===== src/rtl/data_sram_bridge_pkg.sv =====
// data_sram_bridge_pkg: state encodings and size codes shared by the data SRAM bridge
package data_sram_bridge_pkg;
  typedef enum logic [2:0] {
    DBR_STATE_IDLE  = 3'd0,
    DBR_STATE_ADDR  = 3'd1,
    DBR_STATE_DATA  = 3'd2,
    DBR_STATE_DONE  = 3'd3,
    DBR_STATE_DRAIN = 3'd4
  } dbr_state_e;
  localparam logic [1:0] BUS_SIZE_BYTE = 2'd0;
  localparam logic [1:0] BUS_SIZE_HALF = 2'd1;
  localparam logic [1:0] BUS_SIZE_WORD = 2'd2;
  localparam logic [2:0] RAM_SIZE_BYTE = 3'b000;
  localparam logic [2:0] RAM_SIZE_HALF = 3'b001;
  localparam logic [2:0] RAM_SIZE_WORD = 3'b010;
  function automatic logic [1:0] bus_size(input logic [2:0] s);
    return s == RAM_SIZE_BYTE ? BUS_SIZE_BYTE : s == RAM_SIZE_HALF ? BUS_SIZE_HALF : BUS_SIZE_WORD;
  endfunction
endpackage


===== src/rtl/data_sram_bridge_if.sv =====
// data_sram_bridge_if: split address/data SRAM-like bus with master and slave views
interface data_sram_bridge_if #(
  parameter int ADDR_W = 32,
  parameter int DATA_W = 32
);
  logic              data_req;
  logic              data_wr;
  logic [1:0]        data_size;
  logic [ADDR_W-1:0] data_addr;
  logic [DATA_W-1:0] data_wdata;
  logic [3:0]        data_wstrb;
  logic              data_addr_ok;
  logic              data_data_ok;
  logic [DATA_W-1:0] data_rdata;
  modport master (
    output data_req, data_wr, data_size, data_addr, data_wdata, data_wstrb,
    input  data_addr_ok, data_data_ok, data_rdata
  );
  modport slave (
    input  data_req, data_wr, data_size, data_addr, data_wdata, data_wstrb,
    output data_addr_ok, data_data_ok, data_rdata
  );
endinterface


===== src/rtl/data_sram_bridge.sv =====
// data_sram_bridge: MEM RAM control to SRAM-like bus with stall and flush drain; DBRIDGE_PERF_CNT_EN adds perf counters
module data_sram_bridge
  import data_sram_bridge_pkg::*;
#(
  parameter int ADDR_W = 32,
  parameter int DATA_W = 32
) (
  input  logic              clk,
  input  logic              rst,
  input  logic              ram_en,
  input  logic [3:0]        ram_write_en,
  input  logic [ADDR_W-1:0] ram_addr,
  input  logic [DATA_W-1:0] ram_write_data,
  input  logic [2:0]        ram_size,
  input  logic              flush,
  output logic [DATA_W-1:0] ram_read_data,
  output logic              stall_req,
  data_sram_bridge_if.master bus
`ifdef DBRIDGE_PERF_CNT_EN
  ,
  output logic [31:0]       perf_access_cnt,
  output logic [31:0]       perf_stall_cnt
`endif
);
  dbr_state_e state;
  assign stall_req = (state == DBR_STATE_ADDR) || (state == DBR_STATE_DATA) ||
                     (state == DBR_STATE_IDLE && ram_en && !flush) ||
                     (state == DBR_STATE_DRAIN && ram_en);
  always_ff @(posedge clk) begin
    if (rst) begin
      state          <= DBR_STATE_IDLE;
      bus.data_req   <= 1'b0;
      bus.data_wr    <= 1'b0;
      bus.data_size  <= 2'd0;
      bus.data_addr  <= '0;
      bus.data_wdata <= '0;
      bus.data_wstrb <= 4'd0;
      ram_read_data  <= '0;
    end else begin
      case (state)
        DBR_STATE_IDLE: if (ram_en && !flush) begin
          state          <= DBR_STATE_ADDR;
          bus.data_req   <= 1'b1;
          bus.data_wr    <= |ram_write_en;
          bus.data_size  <= bus_size(ram_size);
          bus.data_addr  <= ram_addr;
          bus.data_wdata <= ram_write_data;
          bus.data_wstrb <= ram_write_en;
        end
        DBR_STATE_ADDR: if (bus.data_addr_ok) begin
          state        <= flush ? DBR_STATE_DRAIN : DBR_STATE_DATA;
          bus.data_req <= 1'b0;
        end else if (flush) begin
          state        <= DBR_STATE_IDLE;
          bus.data_req <= 1'b0;
        end
        // a flush that coincides with data_ok simply drops the returned word
        DBR_STATE_DATA: if (bus.data_data_ok) begin
          state <= flush ? DBR_STATE_IDLE : DBR_STATE_DONE;
          if (!flush && !bus.data_wr) ram_read_data <= bus.data_rdata;
        end else if (flush) begin
          state <= DBR_STATE_DRAIN;
        end
        DBR_STATE_DONE:  state <= DBR_STATE_IDLE;
        DBR_STATE_DRAIN: if (bus.data_data_ok) state <= DBR_STATE_IDLE;
        default:         state <= DBR_STATE_IDLE;
      endcase
    end
  end
`ifdef DBRIDGE_PERF_CNT_EN
  always_ff @(posedge clk) begin
    if (rst) begin
      perf_access_cnt <= 32'd0;
      perf_stall_cnt  <= 32'd0;
    end else begin
      if (state == DBR_STATE_ADDR && bus.data_addr_ok) perf_access_cnt <= perf_access_cnt + 32'd1;
      if (stall_req) perf_stall_cnt <= perf_stall_cnt + 32'd1;
    end
  end
`endif
endmodule


===== src/flat_wrapper.sv =====
// flat-port wrapper written by rule: the top's interface ports become plain ports
module data_sram_bridge_flat import data_sram_bridge_pkg::*;
#(
  parameter int ADDR_W = 32,
  parameter int DATA_W = 32
)
  (clk, rst, ram_en, ram_write_en, ram_addr, ram_write_data, ram_size, flush, ram_read_data, stall_req, bus_data_req, bus_data_wr, bus_data_size, bus_data_addr, bus_data_wdata, bus_data_wstrb, bus_data_addr_ok, bus_data_data_ok, bus_data_rdata);
  data_sram_bridge_if #(.ADDR_W(ADDR_W), .DATA_W(DATA_W)) bus_i ();
  input  logic clk;
  input  logic rst;
  input  logic ram_en;
  input  logic [3:0] ram_write_en;
  input  logic [ADDR_W-1:0] ram_addr;
  input  logic [DATA_W-1:0] ram_write_data;
  input  logic [2:0] ram_size;
  input  logic flush;
  output logic [DATA_W-1:0] ram_read_data;
  output logic stall_req;
  output wire logic [$bits(bus_i.data_req)-1:0] bus_data_req;
  output wire logic [$bits(bus_i.data_wr)-1:0] bus_data_wr;
  output wire logic [$bits(bus_i.data_size)-1:0] bus_data_size;
  output wire logic [$bits(bus_i.data_addr)-1:0] bus_data_addr;
  output wire logic [$bits(bus_i.data_wdata)-1:0] bus_data_wdata;
  output wire logic [$bits(bus_i.data_wstrb)-1:0] bus_data_wstrb;
  input wire logic [$bits(bus_i.data_addr_ok)-1:0] bus_data_addr_ok;
  input wire logic [$bits(bus_i.data_data_ok)-1:0] bus_data_data_ok;
  input wire logic [$bits(bus_i.data_rdata)-1:0] bus_data_rdata;
  assign bus_data_req = bus_i.data_req;
  assign bus_data_wr = bus_i.data_wr;
  assign bus_data_size = bus_i.data_size;
  assign bus_data_addr = bus_i.data_addr;
  assign bus_data_wdata = bus_i.data_wdata;
  assign bus_data_wstrb = bus_i.data_wstrb;
  assign bus_i.data_addr_ok = bus_data_addr_ok;
  assign bus_i.data_data_ok = bus_data_data_ok;
  assign bus_i.data_rdata = bus_data_rdata;
  data_sram_bridge #(.ADDR_W(ADDR_W), .DATA_W(DATA_W)) u_core (.clk(clk), .rst(rst), .ram_en(ram_en), .ram_write_en(ram_write_en), .ram_addr(ram_addr), .ram_write_data(ram_write_data), .ram_size(ram_size), .flush(flush), .ram_read_data(ram_read_data), .stall_req(stall_req), .bus(bus_i));
endmodule

===== config.mk =====
export PLATFORM = sky130hd
export DESIGN_NAME = data_sram_bridge_flat
export DESIGN_NICKNAME = d
export VERILOG_FILES = /design/src/rtl/data_sram_bridge_pkg.sv /design/src/rtl/data_sram_bridge_if.sv /design/src/rtl/data_sram_bridge.sv /design/src/flat_wrapper.sv
export SDC_FILE = /design/constraint.sdc
export NUM_CORES = 1
export LEC_CHECK = 0
export ABC_AREA = 0
export ABC_CLOCK_PERIOD_IN_PS = 2250
export CORE_AREA = 2 2 106 108
export CTS_CLUSTER_SIZE = 14
export DETAILED_ROUTE_END_ITERATION = 16
export DIE_AREA = 0 0 108 110
export PLACE_DENSITY = 0.79
export SYNTH_ARGS = -nofsm -noshare
export SYNTH_HDL_FRONTEND = slang
export SYNTH_SLANG_ARGS = --single-unit

===== constraint.sdc =====
create_clock -name clk -period 2.25 [get_ports clk]
set_input_delay 0.5625 -clock clk [delete_from_list [all_inputs] [get_ports clk]]
set_output_delay 0.5625 -clock clk [all_outputs]
set_load 0.05 [all_outputs]

==> metrics <==
status=finished clean; critical path data arrival time=1.61 ns; Max Root-Sink Buffers=2; Total Power=4.10 mW; Placed Cells=811; Least-Margin Pin Slew=approximately 0.76 ns; CTS Buf Count=9; hold crit path type=reg -> reg; Syn Nets=604; CP Capture Type=output pin; Hold EP=u_core.ram_read_data[24]; final instance area=6720 um2; relative slew slack=around half; worst setup margin=around 0.073 ns; Slew Limit Fails=0; Mapped Avg Cell Area=approximately 8.5 um2; Final Hold Fails=0; Core ar.=around 11000 um2; Placer Congestion=0.764; Final #Nets=790; post-DP HPWL=around 8800 um; synth top area cells=dfxtp_1 (51%), a21oi_1 (8.7%), o21ai_0 (8.2%), nand3_1 (8.1%), mux2i_1 (7.6%); Die Ht=~110 um; setup_tns=0 ns; FP Rows=38; top-area cell type share of the netlist area=between 50% and 60%; FF-to-FF Start=u_core.state[2]; Final Util=62.8%; Die ar.=~12000 um2; GRT Overall Usage=between 10% and 20%; Max rail drop VDD=slightly below 0.4 mV; post-route clock period utilization=between 90% and 100%; antenna-violating nets left=0; initial core utilization=39.2%; # IOs=214; startpoint types=input port; vias in the first global route=3998; first drt pass iteration count=4; largest area contributor in the netlist=dfxtp_1; H-tree levels=3; initial DRC count=294; largest net degree at the start of global routing=75; Unique masters post-synth=29; Skew-Pair Late Insertion Delay=about 0.35 ns; cell count after synthesis=495; CTS root buf=clkbuf_8; worst hold slack=0.461 ns; wire per inst=around 15 um; # diodes=0; initial antenna violation count=0; area grow syn2layout=60.3%; WHS Path Cells=2; buffers added on ports=between 200 and 250; final wirelength=roughly 13000 um; unrepaired setup endpoints after global routing=no; Non-Filler Instances=~830; Most used DFF post-synth=dfxtp_1; worst hold path startpoint=u_core.ram_read_data[24]; first-pass GRT wire length=about 19000 um; routed vias/inst=~5.2; synthesized flop and latch total=around 110; Leak Pwr=approximately 2.3 nW; DIE WIDTH=between 100 and 150 um; Final Setup Violations=0; r2r endpoint=u_core.bus.data_wdata[25]; crit-path max FO=6; Worst-path clk slew=around 0.090 ns; register area share after synthesis=between 50 and 60%; DP Worst Slack=-0.209 ns; worst reg2reg path depth=5; pwr dens=between 600 and 700 nW/um2; CP Class=in -> out; clock sinks=107; asr flop ratio synth=0%; r2r setup slk=around 0.37 ns; Remaining DRCs=0; Required @ worst endpoint=1.69 ns; Synth Warn #=0; TritonCTS clock tree=yes; clock skew=~0.0073 ns; routed vias=roughly 4300; number of flops mapped to enable cells by yosys=0; placement-stage cell area=6500 um2; share of cells above drive strength 1=under 10%; max_cap viols=0; Netlist Area Pre-Place=between 4000 and 5000 um2; gr ovfl total=0; FMAX=459 MHz; Final Critical Period=around 2.2 ns
worst max-delay path by stage:
stage                    startpoint                         to  slack [ns]  depth (start not counted)
CTS                 u_core.state[0]                  stall_req        0.04                          4
global placement             ram_en  u_core.bus.data_wdata[30]       -0.16                          6
global route                  flush                  stall_req        0.01                          6
finish                        flush                  stall_req        0.07                          6
detailed placement           ram_en  u_core.bus.data_wdata[25]       -0.21                          6
floorplan           u_core.state[1]                  stall_req        0.18                          4
routing by layer:
layer	track usage, %	wire [um]	part of all wire, %
met1	23.0	5120	41
met2	35.6	6270	50
met3	5.53	1060	8.4
met4	6.50	130	1.0
met5	0	0	0
power breakdown:
part / switching, mW / total, mW / internal, mW
sequential: 0.0372 / 2.00 / 1.96
combinational: 0.452 / 0.821 / 0.369
clock: 0.627 / 1.28 / 0.653
kinds of logic (layout without fill, tap and decap cells):
family,count (synthesis),in the layout,synth area share [%]
AO/OA/AOI/OAI,151,151,18.8
AND/OR/NAND/NOR,148,148,16.5
flip-flops,107,107,51.1
buffers and inverters,56,246,5.58
multiplexers,33,33,7.91
cells in the mapped netlist, types with 3 or more instances:
cell type,count
nor2_1,3
nor4_1,3
o21ai_0,69
buf_2,7
clkbuf_1,43
nand2_1,65
a21oi_1,73
dfxtp_1,107
mux2i_1,32
inv_1,3
nand3_1,68
flip-flops by register name, indices dropped and copies added (netlist names):
signal                 count
u_core.bus.data_wstrb      4
u_core.ram_read_data      32
u_core.bus.data_size       2
u_core.bus.data_wdata     32
u_core.bus.data_req        1
u_core.state               3
u_core.bus.data_wr         1
u_core.bus.data_addr      32
critical path, stage by stage:
cell,delay (ns)
dlygate4sd2_1,0.26
buf_6,0.14
inv_1,0.06
a21oi_1,0.07
o32ai_2,0.34
buf_12,0.18
what timing repair did:
action	4_1_cts	5_1_grt
pin swaps	1	0
gates resized for setup	3	1
endpoints found under the setup margin	1	1
setup buffers	0	0
hold buffers	0	0
cells in the final DEF, fill, tap and decap left out, types with 2 or more instances in the layout:
master,instances
a21oi_1,73
nand3_1,68
a211oi_1,2
nor4_1,3
nand2_1,65
nor3_1,2
buf_4,6
inv_2,2
o21ai_0,69
clkinvlp_4,2
clkbuf_8,10
dlygate4sd2_1,2
dfxtp_1,105
nor2_1,3
clkdlybuf4s50_1,208
buf_12,9
mux2i_1,32
nand3b_1,2
inv_1,2
bufinv_16,2
dfxtp_2,2
area by class of cell:
| type | instances | area (um2) |
|---|---|---|
| inverter | 4 | 15.0 |
| clock buffer | 11 | 141 |
| sequential | 107 | 2140 |
| fill | 907 | 3980 |
| clock inverter | 4 | 75.1 |
| timing repair buffer | 227 | 2340 |
| tap | 140 | 175 |
| multi-input combinational | 332 | 1820 |
Power figures use the tool's default switching activity.
